===== src/rtl/board_io_pkg.sv =====
// Shared constants for the board input path: mode encoding and default timing.
// Imported by the input controller, the board top and simulation configs.
package board_io_pkg;

  localparam logic MODE_STEP = 1'b0;
  localparam logic MODE_RUN  = 1'b1;

  localparam logic [15:0] DEBOUNCE_CYCLES_DEF = 16'd50000;
  localparam int unsigned DIV_LOG2_DEF        = 15;

  typedef enum logic {
    ST_STEP = MODE_STEP,
    ST_RUN  = MODE_RUN
  } mode_e;

endpackage


===== src/rtl/board_input_ctrl_debounce_cell.sv =====
// One conditioned input: 2-flop synchroniser, stability counter, rising-edge press pulse.
// Latency raw->press is 2 + DEBOUNCE_CYCLES cycles; no backpressure.
module debounce_cell
  import board_io_pkg::*;
#(
  parameter logic [15:0] DEBOUNCE_CYCLES = DEBOUNCE_CYCLES_DEF
) (
  input  logic clk_in,
  input  logic reset_n,
  input  logic raw,
  output logic stable,
  output logic press
);

  logic        sync1_q, sync1_d;
  logic        sync2_q, sync2_d;
  logic        stable_q, stable_d;
  logic        press_q, press_d;
  logic [15:0] cnt_q, cnt_d;

  always_comb begin
    sync1_d  = raw;
    sync2_d  = sync1_q;
    stable_d = stable_q;
    cnt_d    = '0;
    // The change must persist for DEBOUNCE_CYCLES consecutive samples.
    if (sync2_q != stable_q) begin
      if (cnt_q == DEBOUNCE_CYCLES - 16'd1) begin
        stable_d = sync2_q;
      end else begin
        cnt_d = cnt_q + 16'd1;
      end
    end
    press_d = stable_d & ~stable_q;
  end

  always_ff @(posedge clk_in or negedge reset_n) begin
    if (!reset_n) begin
      sync1_q  <= 1'b0;
      sync2_q  <= 1'b0;
      stable_q <= 1'b0;
      press_q  <= 1'b0;
      cnt_q    <= '0;
    end else begin
      sync1_q  <= sync1_d;
      sync2_q  <= sync2_d;
      stable_q <= stable_d;
      press_q  <= press_d;
      cnt_q    <= cnt_d;
    end
  end

  assign stable = stable_q;
  assign press  = press_q;

endmodule


===== src/rtl/board_input_ctrl.sv =====
// Board button/switch conditioning and the CPU clock-enable (free-run or single-step).
// cpu_clk_en is registered, one cycle after its cause; no backpressure.
module board_input_ctrl
  import board_io_pkg::*;
#(
  parameter logic [15:0] DEBOUNCE_CYCLES = DEBOUNCE_CYCLES_DEF,
  parameter int unsigned DIV_LOG2        = DIV_LOG2_DEF,
  parameter int unsigned CNT_W           = 16
) (
  input  logic             clk_in,
  input  logic             reset_n,
  input  logic             btn_step,
  input  logic             btn_run,
  input  logic             halt,
  input  logic [1:0]       sw_choice,
  input  logic [4:0]       sw_raddr,
  output logic             cpu_clk_en,
  output logic             run_mode,
  output logic [CNT_W-1:0] step_count,
  output logic [1:0]       choice,
  output logic [4:0]       raddr
);

  logic step_stable, step_press;
  logic run_stable, run_press;
  logic halt_db, halt_press;
  logic unused_db;

  debounce_cell #(.DEBOUNCE_CYCLES(DEBOUNCE_CYCLES)) u_db_step (
    .clk_in (clk_in), .reset_n(reset_n), .raw(btn_step),
    .stable (step_stable), .press(step_press)
  );

  debounce_cell #(.DEBOUNCE_CYCLES(DEBOUNCE_CYCLES)) u_db_run (
    .clk_in (clk_in), .reset_n(reset_n), .raw(btn_run),
    .stable (run_stable), .press(run_press)
  );

  debounce_cell #(.DEBOUNCE_CYCLES(DEBOUNCE_CYCLES)) u_db_halt (
    .clk_in (clk_in), .reset_n(reset_n), .raw(halt),
    .stable (halt_db), .press(halt_press)
  );

  assign unused_db = ^{step_stable, run_stable, halt_press};

  logic [1:0]          choice_meta_q, choice_meta_d, choice_q, choice_d;
  logic [4:0]          raddr_meta_q, raddr_meta_d, raddr_q, raddr_d;
  mode_e               mode_q, mode_d;
  logic [DIV_LOG2-1:0] div_q, div_d;
  logic                cpu_clk_en_q, cpu_clk_en_d;
  logic [CNT_W-1:0]    step_count_q, step_count_d;

  always_comb begin
    choice_meta_d = sw_choice;
    choice_d      = choice_meta_q;
    raddr_meta_d  = sw_raddr;
    raddr_d       = raddr_meta_q;
    mode_d        = mode_q;
    div_d         = div_q;
    cpu_clk_en_d  = 1'b0;
    step_count_d  = step_count_q;

    case (mode_q)
      ST_STEP: begin
        div_d = '0;
        // A mode toggle wins over a coincident step press.
        if (run_press) begin
          mode_d = ST_RUN;
        end else if (step_press && !halt_db) begin
          cpu_clk_en_d = 1'b1;
        end
      end
      ST_RUN: begin
        if (run_press) begin
          mode_d = ST_STEP;
          div_d  = '0;
        end else if (!halt_db) begin
          div_d        = div_q + 1'b1;
          cpu_clk_en_d = &div_q;
        end
      end
      default: begin
        mode_d = ST_STEP;
        div_d  = '0;
      end
    endcase

    if (cpu_clk_en_q) begin
      step_count_d = step_count_q + 1'b1;
    end
  end

  always_ff @(posedge clk_in or negedge reset_n) begin
    if (!reset_n) begin
      choice_meta_q <= '0;
      choice_q      <= '0;
      raddr_meta_q  <= '0;
      raddr_q       <= '0;
      mode_q        <= ST_STEP;
      div_q         <= '0;
      cpu_clk_en_q  <= 1'b0;
      step_count_q  <= '0;
    end else begin
      choice_meta_q <= choice_meta_d;
      choice_q      <= choice_d;
      raddr_meta_q  <= raddr_meta_d;
      raddr_q       <= raddr_d;
      mode_q        <= mode_d;
      div_q         <= div_d;
      cpu_clk_en_q  <= cpu_clk_en_d;
      step_count_q  <= step_count_d;
    end
  end

  assign cpu_clk_en = cpu_clk_en_q;
  assign run_mode   = mode_q;
  assign step_count = step_count_q;
  assign choice     = choice_q;
  assign raddr      = raddr_q;

endmodule


===== config.mk =====
export PLATFORM = sky130hd
export DESIGN_NAME = board_input_ctrl
export DESIGN_NICKNAME = d
export VERILOG_FILES = /design/src/rtl/board_io_pkg.sv /design/src/rtl/board_input_ctrl_debounce_cell.sv /design/src/rtl/board_input_ctrl.sv
export SDC_FILE = /design/constraint.sdc
export NUM_CORES = 1
export LEC_CHECK = 0
export CAP_MARGIN = 20
export CORE_MARGIN = 1.5
export CORE_UTILIZATION = 50
export CTS_BUF_LIST = sky130_fd_sc_hd__clkbuf_8
export DETAILED_ROUTE_END_ITERATION = 8
export PLACE_DENSITY = 0.73
export SLEW_MARGIN = 20
export SYNTH_ARGS = -nofsm -noshare
export SYNTH_HDL_FRONTEND = slang
export SYNTH_SLANG_ARGS = --single-unit

===== constraint.sdc =====
create_clock -name clk_in -period 3.5 [get_ports clk_in]
set_clock_uncertainty 0.15 [all_clocks]
set_input_delay 0.525 -clock clk_in [delete_from_list [all_inputs] [get_ports clk_in]]
set_output_delay 0.525 -clock clk_in [all_outputs]
set_load 0.005 [all_outputs]

==> reports/metrics.yaml <==
status: "finished with violations"
violations: "DRC"
power.ir.vdd_worst_mv: 0.1937
setup_viol: 0
die_w_um: 98.98
ant_nets: 0
p_leak_nw: 2.230
cts_setup_buffers: 0
max_stage_delay_ns: 0.43
hold_viol_final: 0
antenna_found_initial: 0
yosys.area_share.simple_pct: 23.06
fin_setup_tns_ns: 0
p_per_area_mw_per_mm2: 395.2
ys_ff_latch: 106
root_buffer: "clkbuf_8"
synth_nets: 438
grt_usage_pct: 17.53
worst_setup_path_end_kind: "flop"
synth_edf_count: 0
drcViolationCount: 4
rsz0062_at_grt: "no"
fp.dieH_um: 98.98
ff2ff_setup_slack_ns: 1.37
r2r-end: "div_q[13]"
hold_class: "in2async"
synth.area.mux_share_pct: 0.9780
io_buffers: 36
io_pins: 37
clockPowerShare_pct: 36.9
power.internal_mw: 1.629
drtIter0Drc: 123
cp_slowest_cell: "dfrtp_1"
dpl.hpwl_um: 5426
mostFrequentLayoutCells: "106 x dfrtp_1, 54 x nor2_1, 42 x xnor2_1"
worst_pin_slew_ns: 0.7315
drive_gt1_share_pct: 5.970
overflow: 0
fp.dieArea_mm2: 0.009796
synth_compound_area_share_pct: 3.314
detail_route.wl_per_cell_um: 13.88
final_common_cell: "dfrtp_1"
crit_chain: "ha_1 > and2_2 > or3_4 > or4_1 > a21oi_1"
grt_pass1_wl_um: 13660
fin_util_pct: 60.26
crit_buf_inv: 0
core.rowCount: 34
insertion_delay_ns: 0.37
hold_ws_ns: 0.05615
path_clk_slew_ns: 0.10
syn-cell-area_mm2: 0.004606
fin_crit_ns: 2.126
switching_share_pct: 22.30
startpoint_type: "flop"
cp.required_ns: 3.65
yosys_warnings: 0
report.final.slew_viol_count: 0
cts-resized-gates: 0
viasPerCell: 5.490
cts_buffers: 9
max_freq_mhz: 470.3
synth_top_family_by_area: "simple AND/OR/NAND/NOR gates"
area_delta_synth_final_pct: 15.21
syn_inst: 420
grt_pass1_vias: 3012
finalWirelength_um: 8006
grt_max_degree: 61
arrival_ns: 2.28
synth_fa_ha_area_share_pct: 1.630
start_util_pct: 52.30
design.final.nets: 482
combPwrFrac_pct: 3.2
ys.flop_type: "dfrtp_1"
critPathMaxFanout: 14
crit_type: "reg2reg"
num_vias: 3168
ys_async_sr_fraction_pct: 100.0
core_area_mm2: 0.008806
synth-seq-area-share_pct: 57.59
slew_headroom_pct: 51.23
syn_area_per_cell_um2: 10.97
p_switching_uw: 467.8
clkSinkCount: 106
post-route-period-util_pct: 60.76
r2r-start: "run_mode"
p_seq_share_pct: 59.9
worst-r2r-cell-count: 5
synth_xor_area_share_pct: 11.79
synth_cell_type_count: 42
maxCapViolCount: 0
h-tree-depth: 3
num_antenna_cells: 0
first_pass_iters: 7
cts.path.max_buffers: 2
place_congestion: 0.8437
cts_tree: "built"
path_delay_family: "simple AND/OR/NAND/NOR gates"
cts_hold_buf: 0
[worst reg2reg max path, delay by kind of cell (launching register included)]
family	cells	cell delay, ns
adders and majority gates	1	0.23
and+or+nand+nor	3	1.11
AOI/OAI and AO/OA	1	0.15
DFF	1	0.43
[cell usage after synthesis (2+ instances only)]
cell / count / area [um^2]
xor2_1: 20 / 175.2
mux2_2: 4 / 45.04
o211ai_1: 3 / 22.52
nand4_1: 17 / 106.4
o21ai_0: 10 / 50.05
nor4b_1: 2 / 17.52
ha_1: 6 / 75.07
a21oi_1: 4 / 20.02
and2_1: 4 / 25.02
and4_1: 3 / 26.28
or2_1: 2 / 12.51
nand3_1: 23 / 115.1
clkbuf_1: 2 / 7.510
and3_1: 9 / 56.30
dfrtp_1: 106 / 2653
inv_1: 14 / 52.55
nor2_1: 54 / 202.7
a31oi_1: 2 / 12.51
nand2_1: 30 / 112.6
or3_1: 2 / 12.51
nor3b_1: 2 / 15.01
o31ai_1: 3 / 22.52
or4_1: 4 / 30.03
nor4_1: 13 / 81.33
xnor2_1: 42 / 367.9
nor4bb_1: 6 / 60.06
nor3_1: 18 / 90.09
[registers in the layout, indices dropped and copies added (netlist names), 2 cells and up]
signal / cells
step_count: 16
u_db_halt.cnt_q: 16
u_db_run.cnt_q: 16
u_db_step.cnt_q: 16
div_q: 15
raddr: 5
raddr_d: 5
choice: 2
choice_d: 2
[through the flow]
step | power, mW | std cells | setup WS [ns] | instance area [um^2]
global placement | 1.349 | 561 | 1.449 | 5096
detailed placement | 1.352 | 561 | 1.373 | 5096
floorplan | 1.298 | 420 | 1.523 | 4606
finish | 2.097 | 577 | 1.374 | 5306
CTS | 2.131 | 577 | 1.364 | 5306
global route | 2.191 | 577 | 1.274 | 5306
[cells by family (layout without fill, tap and decap cells)]
logic type               count (synthesis)  count (layout)
XOR/XNOR                                62              62
adder cells (fa/ha/maj)                  6               6
multiplexers                             4               4
flip-flops                             106             106
AO/OA/AOI/OAI                           25              25
buffers and inverters                   18              67
AND/OR/NAND/NOR                        199             199
[power groups by stage]
stage	Combinational (mW)	Sequential [mW]	Clock (mW)
final	0.0678	1.26	0.773
after global routing	0.0795	1.26	0.852
after CTS	0.0709	1.26	0.803
after detailed placement	0.0712	1.28	0
after global placement	0.0694	1.28	0
after floorplan	0.0188	1.28	0
[cell type report]
type | instances | area [um^2]
clock inverters | 6 | 72.57
inverters | 14 | 52.55
multi-input cells | 296 | 1878
well taps | 108 | 135.1
clock buffers | 10 | 137.6
repair buffers | 37 | 377.9
flip-flops and latches | 106 | 2653
fillers | 738 | 3500
[how the worst max path moves through the flow]
stage | cells after the start | slack [ns] | start | endpoint
after global routing | 5 | 1.27 | run_mode | div_q[13]
after CTS | 5 | 1.36 | run_mode | div_q[13]
after detailed placement | 5 | 1.37 | run_mode | div_q[13]
final | 5 | 1.37 | run_mode | div_q[13]
after global placement | 5 | 1.45 | run_mode | div_q[13]
after floorplan | 5 | 1.52 | run_mode | div_q[13]
[per-layer routing]
layer | GRT usage [%] | routed length [um] | up-vias
met5 | 0 | 0 | -
met4 | 8.352 | 153 | 0
met3 | 3.333 | 304 | 13
met2 | 27.53 | 3706 | 78
met1 | 23.65 | 3842 | 1524
li1 | - | - | 1553
Power figures use the tool's default switching activity.
